$ cat config.mk
export PLATFORM = sky130hd
export DESIGN_NAME = gpio_led_key
export DESIGN_NICKNAME = d
export VERILOG_FILES = /design/src/rtl/gpio_led_key.sv
export SDC_FILE = /design/constraint.sdc
export NUM_CORES = 1
export LEC_CHECK = 0
export ABC_AREA = 1
export ABC_CLOCK_PERIOD_IN_PS = 1100
export CAP_MARGIN = 20
export CORE_MARGIN = 10
export CORE_UTILIZATION = 33
export DETAILED_ROUTE_END_ITERATION = 8
export PLACE_DENSITY = 0.77
export SYNTH_ARGS = -nofsm -noshare
export SYNTH_HDL_FRONTEND = slang
export SYNTH_SLANG_ARGS = --single-unit
export TNS_END_PERCENT = 100
$ cat constraint.sdc
create_clock -name clk -period 1.1 [get_ports clk]
set_clock_uncertainty 0.15 [all_clocks]
set_input_delay 0.11 -clock clk [delete_from_list [all_inputs] [get_ports clk]]
set_output_delay 0.11 -clock clk [all_outputs]
set_load 0.02 [all_outputs]
$ cat src/rtl/gpio_led_key.sv
// Bus-mapped LED register plus debounced, edge-capturing push-button inputs.
// Define GPIO_KEY_IRQ_EN to add the IRQ_MASK register (addr 4) and the key-press interrupt.
module gpio_led_key #(
    parameter int LED_WIDTH       = 6,
    parameter int KEY_WIDTH       = 1,
    parameter int DEBOUNCE_CYCLES = 16
) (
    input  logic                 clk,
    input  logic                 reset,
    input  logic                 sel,
    input  logic                 we,
    input  logic [2:0]           addr,
    input  logic [31:0]          wdata,
    output logic [31:0]          rdata,
    output logic                 ready,
    input  logic [KEY_WIDTH-1:0] key,
    output logic [LED_WIDTH-1:0] led,
    output logic                 irq
);
    localparam int CNT_W = $clog2(DEBOUNCE_CYCLES);
    localparam logic [CNT_W-1:0] CNT_MAX = CNT_W'(DEBOUNCE_CYCLES - 1);

    logic                 accept;
    logic                 wr_en;
    logic [KEY_WIDTH-1:0] sync1;
    logic [KEY_WIDTH-1:0] sync2;
    logic [KEY_WIDTH-1:0] stable;
    logic [KEY_WIDTH-1:0] key_edge;
    logic [KEY_WIDTH-1:0] press;
    logic [CNT_W-1:0]     cnt [KEY_WIDTH];
    logic [31:0]          read_mux;
    logic                 unused_ok;

`ifdef GPIO_KEY_IRQ_EN
    logic [KEY_WIDTH-1:0] mask;
`endif

    // A request is taken only while ready is low, so back-to-back ready pulses cannot occur.
    assign accept    = sel & ~ready;
    assign wr_en     = accept & we;
    assign unused_ok = &{1'b0, wdata};

    always_ff @(posedge clk or posedge reset) begin
        if (reset) begin
            ready <= 1'b0;
            rdata <= '0;
        end else begin
            ready <= accept;
            rdata <= (accept && !we) ? read_mux : '0;
        end
    end

    always_ff @(posedge clk or posedge reset) begin
        if (reset) begin
            led <= '0;
        end else if (wr_en) begin
            case (addr)
                3'd0:    led <= wdata[LED_WIDTH-1:0];
                3'd1:    led <= led ^ wdata[LED_WIDTH-1:0];
                default: led <= led;
            endcase
        end
    end

    // Keys are active-low; invert here so every later stage works in "1 = pressed".
    always_ff @(posedge clk or posedge reset) begin
        if (reset) begin
            sync1 <= '0;
            sync2 <= '0;
        end else begin
            sync1 <= ~key;
            sync2 <= sync1;
        end
    end

    always_ff @(posedge clk or posedge reset) begin
        if (reset) begin
            stable <= '0;
            for (int i = 0; i < KEY_WIDTH; i++) begin
                cnt[i] <= '0;
            end
        end else begin
            for (int i = 0; i < KEY_WIDTH; i++) begin
                if (sync2[i] == stable[i]) begin
                    cnt[i] <= '0;
                end else if (cnt[i] == CNT_MAX) begin
                    stable[i] <= sync2[i];
                    cnt[i]    <= '0;
                end else begin
                    cnt[i] <= cnt[i] + CNT_W'(1);
                end
            end
        end
    end

    always_comb begin
        press = '0;
        for (int i = 0; i < KEY_WIDTH; i++) begin
            press[i] = sync2[i] & ~stable[i] & (cnt[i] == CNT_MAX);
        end
    end

    // A press landing on the same edge as a write-1-clear wins, so no press is ever lost.
    always_ff @(posedge clk or posedge reset) begin
        if (reset) begin
            key_edge <= '0;
        end else if (wr_en && addr == 3'd3) begin
            key_edge <= (key_edge & ~wdata[KEY_WIDTH-1:0]) | press;
        end else begin
            key_edge <= key_edge | press;
        end
    end

    always_comb begin
        read_mux = '0;
        case (addr)
            3'd0:    read_mux[LED_WIDTH-1:0] = led;
            3'd2:    read_mux[KEY_WIDTH-1:0] = stable;
            3'd3:    read_mux[KEY_WIDTH-1:0] = key_edge;
`ifdef GPIO_KEY_IRQ_EN
            3'd4:    read_mux[KEY_WIDTH-1:0] = mask;
`endif
            default: read_mux = '0;
        endcase
    end

`ifdef GPIO_KEY_IRQ_EN
    always_ff @(posedge clk or posedge reset) begin
        if (reset) begin
            mask <= '0;
            irq  <= 1'b0;
        end else begin
            if (wr_en && addr == 3'd4) begin
                mask <= wdata[KEY_WIDTH-1:0];
            end
            irq <= |(key_edge & mask);
        end
    end
`else
    assign irq = 1'b0;
`endif

endmodule

; ---- After elaboration in Yosys (flattened, before gate mapping)
; Cells that the tools add are included.
[totals]
ff_bits = 21
in_bits = 40
elab_cells = 41
[op_classes]
n_addsub = 1
eq_ne = 5
muxes = 7
bitwise_logic = 13
n_reduce_logical = 7
[ops]
columns = operator, n
row1 = 6-bit one-hot mux with 2 select lines, 1
row2 = 4-bit two-way mux, 2
row3 = 3-bit by 2-bit equality test with 1-bit output (second input constant), 2
row4 = 6-bit two-way mux, 1
row5 = 6-bit XOR, 1
row6 = 1-bit AND, 5
row7 = 5-bit two-way mux, 1
row8 = 1-bit NOT, 5
row9 = 4-bit by 1-bit adder with 4-bit output (second input constant), 1
row10 = 4-bit equality test (second input constant), 1
row11 = 2-bit AND reduction, 2
row12 = 3-bit by 1-bit equality test with 1-bit output (second input constant), 1
row13 = 3-bit logical NOT, 1
row14 = 1-bit one-hot mux with 3 select lines, 1
row15 = 1-bit logical AND, 2
row16 = 1-bit bitwise OR, 2
row17 = 2-bit nonzero test, 1
row18 = 1-bit equality test, 1
row19 = 1-bit logical NOT, 1
row20 = 1-bit two-way mux, 1

; ---- Longest topological paths before layout
; Gate-level depths: netlist of run 1.
[logic_depth]
ltp_word = 5
ltp_mapped = 7
depth_no_buf = 7

; ---- Least setup slack after synthesis of run 1
; OpenSTA, ideal clock, no wires.
[synth_path]
path_kind = register to register
from = reg sync2
to = reg stable
setup_time_ns = 0.121
arrival_ns = 0.902
required_time_ns = 0.829
slack_ns = -0.073
stages_incl_launch_ff = 6
n_path_buf = 0
path_cell_list = dfrtp_1 -> ha_1 -> inv_1 -> nand2_1 -> nor2_1 -> a21oi_1
[synth_between]
elab_chain_cells = 3
[synth_rtl]
columns = element, line_no
row1 = from (decl), 26  ; logic [KEY_WIDTH-1:0] sync2;
row2 = from (signal assigned), 72  ; sync2 <= sync1;
row3 = 1-bit equality test, 84  ; if (sync2[i] == stable[i]) begin
row4 = 1-bit NOT (no source line), --
row5 = 2-bit AND reduction (no source line), --
row6 = "to (signal, indexed assignment)", 87  ; stable[i] <= sync2[i];
row7 = to (decl), 27  ; logic [KEY_WIDTH-1:0] stable;
; Several ways; a longest one is shown, not always the timed one.
; A chain may end at the register's enable or synchronous reset.

; ---- Final worst setup path of run 1
[layout_path]
from = reg cnt[0] (netlist name)
to = reg cnt[3] (netlist name)
[layout_between]
elab_chain_cells = 3
word_cells_on_any_way = 4
[layout_rtl]
columns = element, line_no
row1 = from (decl), 30  ; logic [CNT_W-1:0] cnt [KEY_WIDTH];
row2 = "from (signal, indexed assignment)", 90  ; cnt[i] <= cnt[i] + CNT_W'(1);
row3 = 4-bit by 1-bit adder with 4-bit output / 4-bit equality test (equally long branches), "90, 86"
row4 = 4-bit two-way mux *, 86  ; end else if (cnt[i] == CNT_MAX) begin
row5 = 4-bit two-way mux *, 84
; Every way passes the cells marked *; elsewhere a longest branch is shown, timed or not.

==> reports/qor.yml, run 1 <==
floorplan:
  die_w_um: 81.8
  io_pins: 80
  coreArea_mm2: 0.00369
  row_count: 22
  fp.dieH_um: 81.8
  initial_utilization_pct: 34.1
  die_area_mm2: 0.00668
clock_network:
  cts_hold_buffers: 0
  cts_tree: "built"
  clock_path_buffers: 2
  numClockSinks: 21
  cts_inserted_buffers: 3
  htreeDepth: 1
  cts-root-buf: "clkbuf_8"
  clk_latency_ns: 0.26
  path_clk_slew_ns: 0.07
flow_run:
  maxCapViolations: 0
synth:
  ys_seq_area_share_pct: 41.7
  netlist_instances: 169
  yosys_warnings: 0
  ys_types: 18
  syn_area_mm2: 0.00126
  synth.avg_cell_area_um2: 7.45
  synth_seq_cells: 21
route:
  drcViolationCount: 0
  drt-total-wl_um: 2830
  postRouteAntennaNets: 0
  wire_per_inst_um: 10.7
  detail_route.vias_per_cell: 3.96
  drt_pass1_iterations: 4
  vias: 1050
  drt-initial-drc-count: 66
global_route:
  grt_usage_pct: 8.58
  grt_max_degree: 22
  grt_overflow: 0
  grt_pass1_wl_um: 4640
  antenna_found_initial: 0
  grt_pass1_vias: 1049
worst_setup_path:
  cp.arrival_ns: 1.22
  crit_family: "flip-flops"
  r2r_cells: 5
  critical_path_buf_inv_count: 2
  crit_type: "reg2reg"
  r2r_slack_ns: -0.12
  max_stage_delay_ns: 0.42
  crit_path_start_kind: "flip-flop"
  required_ns: 1.10
  r2r_start: "cnt[0]"
  worst_path_max_delay_cell: "dfrtp_1"
  worstReg2RegEnd: "cnt[3]"
  critPathMostFrequentCell: "buf_4"
  endpoint_kind: "flip-flop"
  worstPathCellList: "buf_4 > buf_4 > nand3_2 > xor2_1 > nor2_1"
  crit_fanout: 2
finish:
  nFillCells: 367
  area_growth_pct: 39.6
  final_common_cell: "nand2_1"
  layout-drive-gt1-share_pct: 31.8
  post-route-util_pct: 47.6
  layout.nets: 260
  final_cell_mix: "nand2_1 (56), conb_1 (27), dfrtp_1 (20)"
  diodes: 0
  instances_no_fill: 265
sta:
  layout_min_cycle_time_ns: 1.22
  grt_setup_unrepaired: "true"
  hold_viol: 0
  setup_violations: 15
  fin_ws_ns: -0.121
  drv_slew: 0
  fmax_ghz: 0.819
  fin_tns_setup_ns: -0.863
  period_share_pct: 111
place:
  post-place-ws_ns: -0.376
  place_congestion: 0.751
  place_hpwl_um: 2230
  portBuffers: 26
  place_inst: 258
min_path:
  min_path_type: "in2async"
run_status:
  status: "finished with violations"
  violations: "negative setup slack"
pwr:
  power_density_mw_per_mm2: 1210
  vdd_drop_max_mv: 0.497
  p_leak_nw: 0.971
-- synthesized netlist by cell type --
cell type / count / area share [%]
a21oi_1: 2 / 0.80
buf_4: 27 / 16
clkinv_4: 1 / 0.70
conb_1: 1 / 0.30
dfrtp_1: 21 / 42
ha_1: 2 / 2.0
inv_1: 21 / 6.3
inv_2: 4 / 1.2
nand2_1: 62 / 18
nand2_2: 1 / 0.50
nand3_1: 5 / 2.0
nand3_4: 1 / 1.4
nand4_1: 2 / 0.99
nor2_1: 6 / 1.8
nor2_2: 3 / 1.5
nor3_1: 7 / 2.8
o21ai_0: 2 / 0.80
xor2_1: 1 / 0.70
-- cell type report --
type	instances	area, um2	area share (%)
sequential	21	527	30.0
inverter	26	105	5.98
multi-input combinational	121	636	36.2
tap	48	60.1	3.42
timing repair buffer	45	384	21.9
clock buffer	4	45.0	2.56
-- flip-flops by register name (all words and copies together), names as in the netlist --
register  flops
sync1         1
led           6
cnt           4
key_edge      1
ready         1
sync2         1
rdata         6
stable        1
-- power by group --
part | switching [W] | internal (W)
logic | 0.000421 | 0.000308
registers | 0.0000589 | 0.000846
clock network | 0.000237 | 0.000258
-- through the flow --
step | hold slack [ns] | area (um2) | power, W
after detailed placement | 0.186 | 1620 | 0.00160
after floorplan | -0.0635 | 1370 | 0.00133
after global routing | 0.0286 | 1760 | 0.00227
after CTS | 0.0156 | 1660 | 0.00209
final | 0.00859 | 1760 | 0.00213
after global placement | 0.184 | 1620 | 0.00159
-- routing by layer --
metal	share of wire (%)	vias up	track usage (%)
met5	0	-	0
met4	1.1	0	3.40
met3	9.7	2	3.06
met2	51	40	14.5
met1	38	457	9.64
li1	-	551	-
-- worst min-delay path, cell delays in order --
cell	delay (ns)
clkdlybuf4s50_1	0.39
inv_1	0.09
buf_12	0.17
-- repair_timing --
item	4_1_cts	5_1_grt
buffers inserted	2	3
pin swaps	10	5
setup endpoints to repair	31	22
resized for setup	68	24
-- logic make-up (layout without fill, tap and decap cells) --
logic type      count (synthesis)  after routing  share of synthesized area (%)
compound gates                  4              4                           1.59
xor+xnor                        1              1                          0.696
fa+ha+maj                       2              2                           1.99
buf+inv                        53             75                           24.3
flops                          21             21                           41.7
other cells                     1             27                          0.298
simple gates                   87             87                           29.4
-- worst max-delay path by stage --
stage                        from      to  slack [ns]  depth (start not counted)
after floorplan             sync2  stable       -0.07                          5
after global placement    addr[2]  led[0]       -0.36                          7
after detailed placement  addr[2]  led[0]       -0.38                          7
after CTS                   ready  led[3]       -0.11                          6
after global routing       cnt[0]  cnt[3]       -0.17                          5
final                      cnt[0]  cnt[3]       -0.12                          5
Power figures use the tool's default switching activity.
==> run 2: changes to the inputs <==
--- a/config.mk
+++ b/config.mk
@@ -12,6 +12,7 @@
 export CORE_UTILIZATION = 33
 export DETAILED_ROUTE_END_ITERATION = 8
 export PLACE_DENSITY = 0.77
+export RECOVER_POWER = 50
 export SYNTH_ARGS = -nofsm -noshare
 export SYNTH_HDL_FRONTEND = slang
 export SYNTH_SLANG_ARGS = --single-unit
==> run 2 against run 1 <==
The run still ends with negative setup slack left. Highest routed layer unchanged. Register-to-register slack about the same. Routed wire length rose by 0.64%. Flip-flop and latch count stayed put. Cell count stayed put. Combinational power down 0.8%. Largest cell class unchanged. Die area unchanged. Clock power barely moved. First-iteration DRC count stayed put. Sequential share of layout area increased by 0.26 points. Critical path depth unchanged. Core utilization shrank 0.41 points.
==> reports/qor.yml, run 2 (synthesized netlist as in run 1, its figures left out) <==
sta:
  grt_setup_unrepaired: "true"
  fin_tns_setup_ns: -0.890  # -0.0272 ns
  layout_min_cycle_time_ns: 1.23  # +0.00587 ns
  max_slew_margin_pct: 65.1
  fin_ws_ns: -0.126  # -0.00587 ns
  fmax_ghz: 0.815  # -0.48%
  fin_hold_ws_ns: 0.174  # +0.165 ns
  drv_slew: 0  # unchanged
  period_share_pct: 111  # +0.53 points
  setup_violations: 16  # +1
  worst_slew_pin_slew_ns: 0.523
  hold_viol: 0  # unchanged
worst_setup_path:
  worstPathCellList: "buf_4 > buf_4 > nand3_2 > xor2_1 > nor2_1"
  cp.arrival_ns: 1.23  # about the same
  critPathMostFrequentCell: "buf_4"
  crit_path_start_kind: "flip-flop"
  required_ns: 1.10  # about the same
  crit_fanout: 2  # unchanged
  endpoint_kind: "flip-flop"
  crit_type: "reg2reg"
  worst_path_max_delay_cell: "dfrtp_1"
  max_stage_delay_ns: 0.42  # about the same
finish:
  layout.nets: 260  # unchanged
  final_cell_mix: "nand2_1 (56), conb_1 (27), dfrtp_1 (20)"
  fin_area_mm2: 0.00174  # -0.85%
  reg_top3: "led x6, rdata x6, cnt x4"
  nFillCells: 369  # +0.54%
  layout-drive-gt1-share_pct: 31.8  # unchanged
  diodes: 0  # unchanged
  area_growth_pct: 38.4
  final_common_cell: "nand2_1"
clock_network:
  cts-root-buf: "clkbuf_8"
  path_clk_slew_ns: 0.07  # about the same
  numClockSinks: 21  # unchanged
  cts_tree: "built"
  cts_inserted_buffers: 3  # unchanged
  htreeDepth: 1  # unchanged
  clk_latency_ns: 0.26  # about the same
  cts_hold_buffers: 0  # unchanged
  clock_path_buffers: 2  # unchanged
run_status:
  violations: "negative setup slack"
  status: "finished with violations"
route:
  drt_pass1_iterations: 5  # +1
  drt-total-wl_um: 2850  # +0.64%
  vias: 1051  # +0.095%
  wire_per_inst_um: 10.8  # +0.64%
  postRouteAntennaNets: 0  # unchanged
  drcViolationCount: 0  # unchanged
  detail_route.vias_per_cell: 3.97  # about the same
  drt-initial-drc-count: 66  # unchanged
global_route:
  grt_use_met2_pct: 14.5  # unchanged
  grt_busiest_layer: "met2"
  grt_use_met3_pct: 3.06  # unchanged
  grt_overflow: 0  # unchanged
  grt_pass1_wl_um: 4640  # unchanged
  grt_pass1_vias: 1049  # unchanged
  use_met1_pct: 9.64  # unchanged
  grt_max_degree: 22  # unchanged
  antenna_found_initial: 0  # unchanged
  grt_usage_pct: 8.58  # unchanged
floorplan:
  fp.dieH_um: 81.8  # unchanged
  io_pins: 80  # unchanged
  die_w_um: 81.8  # unchanged
  coreArea_mm2: 0.00369  # unchanged
  row_count: 22  # unchanged
  initial_utilization_pct: 34.1  # unchanged
  die_area_mm2: 0.00668  # unchanged
flow_run:
  maxCapViolations: 0  # unchanged
place:
  place_congestion: 0.751  # unchanged
  place_hpwl_um: 2230  # unchanged
  placed_area_mm2: 0.00162  # unchanged
  portBuffers: 26  # unchanged
pwr:
  power_density_mw_per_mm2: 1220  # +0.61%
  vdd_drop_max_mv: 0.498  # about the same
  p_leak_nw: 0.966  # -0.51%
min_path:
  min_path_type: "in2reg"
==> run 2: cell types whose count changed in the layout (fill, tap and decap cells not counted) <==
cell / change
buf_12: -1
dlygate4sd3_1: +1
clkdlybuf4s50_1: -1
clkbuf_2: +1
==> run 2: where the power goes <==
part	switching (W)	internal (W)	leakage (nW)
clock	0.000237	0.000258	0.0228
combinational	0.000422	0.000301	0.671
sequential	0.0000598	0.000846	0.273
==> run 2: what timing repair did <==
item,in CTS,in global routing
hold endpoints to repair,0,0
gates cloned,0,0
setup endpoints to repair,31,22
pin swaps,10,5
gates resized for setup,68,24
setup buffers,2,3
==> run 2: critical path, delay by kind of cell, from the launching register on <==
kind	cells	cell delay, ns
xor+xnor	1	0.16
simple gates	2	0.12
flops	1	0.42
buf+inv	2	0.28
==> run 2: layout make-up <==
class | count | area (um2) | share of cell area (%)
Multi-Input combinational cell | 121 | 636 | 36.5
Sequential cell | 21 | 527 | 30.2
Timing Repair Buffer | 45 | 369 | 21.2
Inverter | 26 | 105 | 6.03
Tap cell | 48 | 60.1 | 3.45
Clock buffer | 4 | 45.0 | 2.59
==> run 2: final timing paths <==
check | start | end | slack (ns) | depth (start not counted)
min in group asynchronous | reset | sync1 | 0.25 | 3
max in group asynchronous | reset | ready | 0.17 | 3
worst max-delay path | cnt[0] | cnt[3] | -0.13 | 5
worst min-delay path | addr[1] | key_edge | 0.17 | 6
worst max register to register | cnt[0] | cnt[3] | -0.13 | 5
worst min register to register | sync1 | sync2 | 0.20 | 0
==> run 2: per-layer routing <==
layer  vias up  part of all wire, %
met5         -                    0
met4         0                  1.2
met3         4                  9.3
met2        38                   51
met1       458                   39
li1        551                    -
==> run 2: metrics by stage <==
stage | cells | setup WS [ns] | power [W] | utilization, %
finish | 265 | -0.126 | 0.00212 | 47.2
global route | 265 | -0.166 | 0.00226 | 47.2
CTS | 263 | -0.109 | 0.00209 | 45.0
detailed placement | 258 | -0.376 | 0.00160 | 43.9
global placement | 258 | -0.362 | 0.00159 | 43.9
floorplan | 195 | -0.0725 | 0.00133 | -
==> run 3: changes to the inputs <==
--- a/config.mk
+++ b/config.mk
@@ -6,12 +6,12 @@
 export NUM_CORES = 1
 export LEC_CHECK = 0
 export ABC_AREA = 1
-export ABC_CLOCK_PERIOD_IN_PS = 1100
+export ABC_CLOCK_PERIOD_IN_PS = 1200
 export CAP_MARGIN = 20
 export CORE_MARGIN = 10
-export CORE_UTILIZATION = 33
+export CORE_UTILIZATION = 36
 export DETAILED_ROUTE_END_ITERATION = 8
-export PLACE_DENSITY = 0.77
+export PLACE_DENSITY = 0.79
 export RECOVER_POWER = 50
 export SYNTH_ARGS = -nofsm -noshare
 export SYNTH_HDL_FRONTEND = slang
==> constraint.sdc (replaced) <==
create_clock -name clk -period 1.2 [get_ports clk]
set_clock_uncertainty 0.15 [all_clocks]
set_input_delay 0.12 -clock clk [delete_from_list [all_inputs] [get_ports clk]]
set_output_delay 0.12 -clock clk [all_outputs]
set_load 0.02 [all_outputs]
==> run 3 against run 2 <==
Largest power group unchanged. Routed wire length rose by 14%. Critical path depth did not move. Die area fell by 6.3%. Global-route usage rose by 1.2 points. Sequential power fell by 9.1%. Power fell by 15%. Largest cell class unchanged. The flow still finishes with violations (negative setup slack). Combinational power fell by 11%.
==> reports/qor.yml, run 3 (synthesized netlist as in run 1, its figures left out) <==
run_status:
  status: "finished with violations"
  violations: "negative setup slack"
place:
  place_hpwl_um: 2370  # +6.3%
  portBuffers: 26  # unchanged
  post-place-ws_ns: -0.264  # +0.112 ns
  placed_area_mm2: 0.00159  # -1.8%
  place_congestion: 0.822  # +9.4%
global_route:
  grt_pass1_wl_um: 5040  # +8.5%
  antenna_found_initial: 0  # unchanged
  grt_pass1_vias: 1144  # +9.1%
  grt_max_degree: 22  # unchanged
  grt_overflow: 0  # unchanged
  grt_usage_pct: 9.82  # +1.2 points
floorplan:
  die_area_mm2: 0.00626  # -6.3%
  coreArea_mm2: 0.00336  # -8.8%
  row_count: 21  # -4.5%
  die_w_um: 79.1  # -3.2%
  initial_utilization_pct: 37.4  # +3.3 points
  io_pins: 80  # unchanged
  fp.dieH_um: 79.1  # -3.2%
clock_network:
  htreeDepth: 1  # unchanged
  clock_path_buffers: 2  # unchanged
  numClockSinks: 21  # unchanged
  path_clk_slew_ns: 0.11  # +0.04 ns
  cts_tree: "built"
  clk_latency_ns: 0.30  # +0.04 ns
  cts-root-buf: "clkbuf_4"
  cts_inserted_buffers: 3  # unchanged
sta:
  drv_slew: 0  # unchanged
  grt_setup_unrepaired: "true"
  setup_violations: 2  # -14
  fmax_ghz: 0.813  # -0.29%
  fin_hold_ws_ns: 0.160  # -0.0135 ns
  fin_ws_ns: -0.0301  # +0.0964 ns
  fin_tns_setup_ns: -0.0561  # +0.834 ns
  layout_min_cycle_time_ns: 1.23  # +0.00361 ns
  period_share_pct: 103  # -9.0 points
  hold_viol: 0  # unchanged
worst_setup_path:
  worstReg2RegEnd: "stable"
  crit_fanout: 3  # +1
  r2r_slack_ns: -0.03  # +0.10 ns
  crit_type: "reg2reg"
  endpoint_kind: "flip-flop"
  crit_path_start_kind: "flip-flop"
  r2r_start: "sync2"
  r2r_cells: 5  # unchanged
  cp.arrival_ns: 1.28  # +0.05 ns
  required_ns: 1.25  # +0.15 ns
route:
  vias: 1108  # +5.4%
  drt_pass1_iterations: 6  # +1
  drcViolationCount: 0  # unchanged
  wire_per_inst_um: 12.3  # +15%
  detail_route.vias_per_cell: 4.20  # +5.8%
  drt-initial-drc-count: 45  # -32%
  drt-total-wl_um: 3260  # +14%
  postRouteAntennaNets: 0  # unchanged
pwr:
  p_leak_nw: 0.972  # +0.54%
  vdd_drop_max_mv: 0.350  # -30%
  power_density_mw_per_mm2: 1060  # -13%
finish:
  area_growth_pct: 35.3
  final_common_cell: "nand2_1"
  diodes: 0  # unchanged
  final_cell_mix: "nand2_1 (53), conb_1 (27), dfrtp_1 (20)"
  layout.nets: 261  # +0.38%
  layout-drive-gt1-share_pct: 33.0  # +1.2 points
  fin_area_mm2: 0.00170  # -2.2%
  post-route-util_pct: 50.6  # +3.4 points
  reg_top3: "led x6, rdata x6, cnt x4"
min_path:
  holdPathStages: 5  # -1
  whs_endpoint: "key_edge"
  min_path_type: "in2reg"
  worstHoldStart: "addr[2]"
flow_run:
  maxCapViolations: 0  # unchanged
-- run 3: cell types whose count changed in the layout (fill, tap and decap cells not counted), sizes merged --
| cell | previous run | this run |
|---|---|---|
| clkbuf | 5 | 4 |
| clkinv | 1 | 2 |
| dlymetal6s2s | 3 | 2 |
| dlygate4sd3 | 1 | 2 |
| clkdlybuf4s50 | 9 | 10 |
-- run 3: metrics by stage --
stage,instances,power [W]
5_1_grt,264,0.00193
6_report,264,0.00180
3_3_place_gp,254,0.00144
3_5_place_dp,254,0.00145
4_1_cts,262,0.00177
2_1_floorplan,195,0.00122
-- run 3: repair_timing --
action	in CTS	in global routing
setup buffers	3	2
endpoints found under the setup margin	27	16
cloned	0	0
hold buffers	1	0
endpoints found under the hold margin	21	0
pin swaps	1	12
gates resized for setup	60	32
-- run 3: area by class of cell --
type                            count  area [um2]
Clock inverter                      1        5.00
Inverter                           26         105
Timing Repair Buffer               46         363
Tap cell                           46        57.6
Clock buffer                        3        22.5
Fill cell                         346        1660
Multi-Input combinational cell    121         623
Sequential cell                    21         527
-- run 3: where the power goes --
part | leakage, nW | switching (W) | internal [W] | total [W]
clock network | 0.0177 | 0.000209 | 0.000124 | 0.000333
registers | 0.273 | 0.0000486 | 0.000775 | 0.000824
logic | 0.681 | 0.000398 | 0.000246 | 0.000644
total | 0.972 | 0.000655 | 0.00115 | 0.00180
-- run 3: worst max path at each step --
stage | from | end | depth (start not counted)
finish | sync2 | stable | 5
CTS | ready | led[1] | 5
global route | sync2 | stable | 5
floorplan | sync2 | stable | 5
global placement | addr[1] | led[2] | 9
detailed placement | addr[1] | led[1] | 6
-- run 3: worst max-delay path, stage by stage, from the launching register on --
cell	delay (ns)
dfrtp_1	0.43
ha_4	0.27
inv_4	0.06
nand2_2	0.07
nor2_2	0.10
a21oi_1	0.05
-- run 3: per-layer routing --
| layer | track usage, % | wire length [um] | vias to the layer above |
|---|---|---|---|
| met2 | 17.0 | 1730 | 44 |
| met5 | 0 | 0 | - |
| li1 | - | - | 555 |
| met1 | 10.7 | 1270 | 507 |
| met4 | 5.38 | 41 | 0 |
| met3 | 2.48 | 223 | 2 |
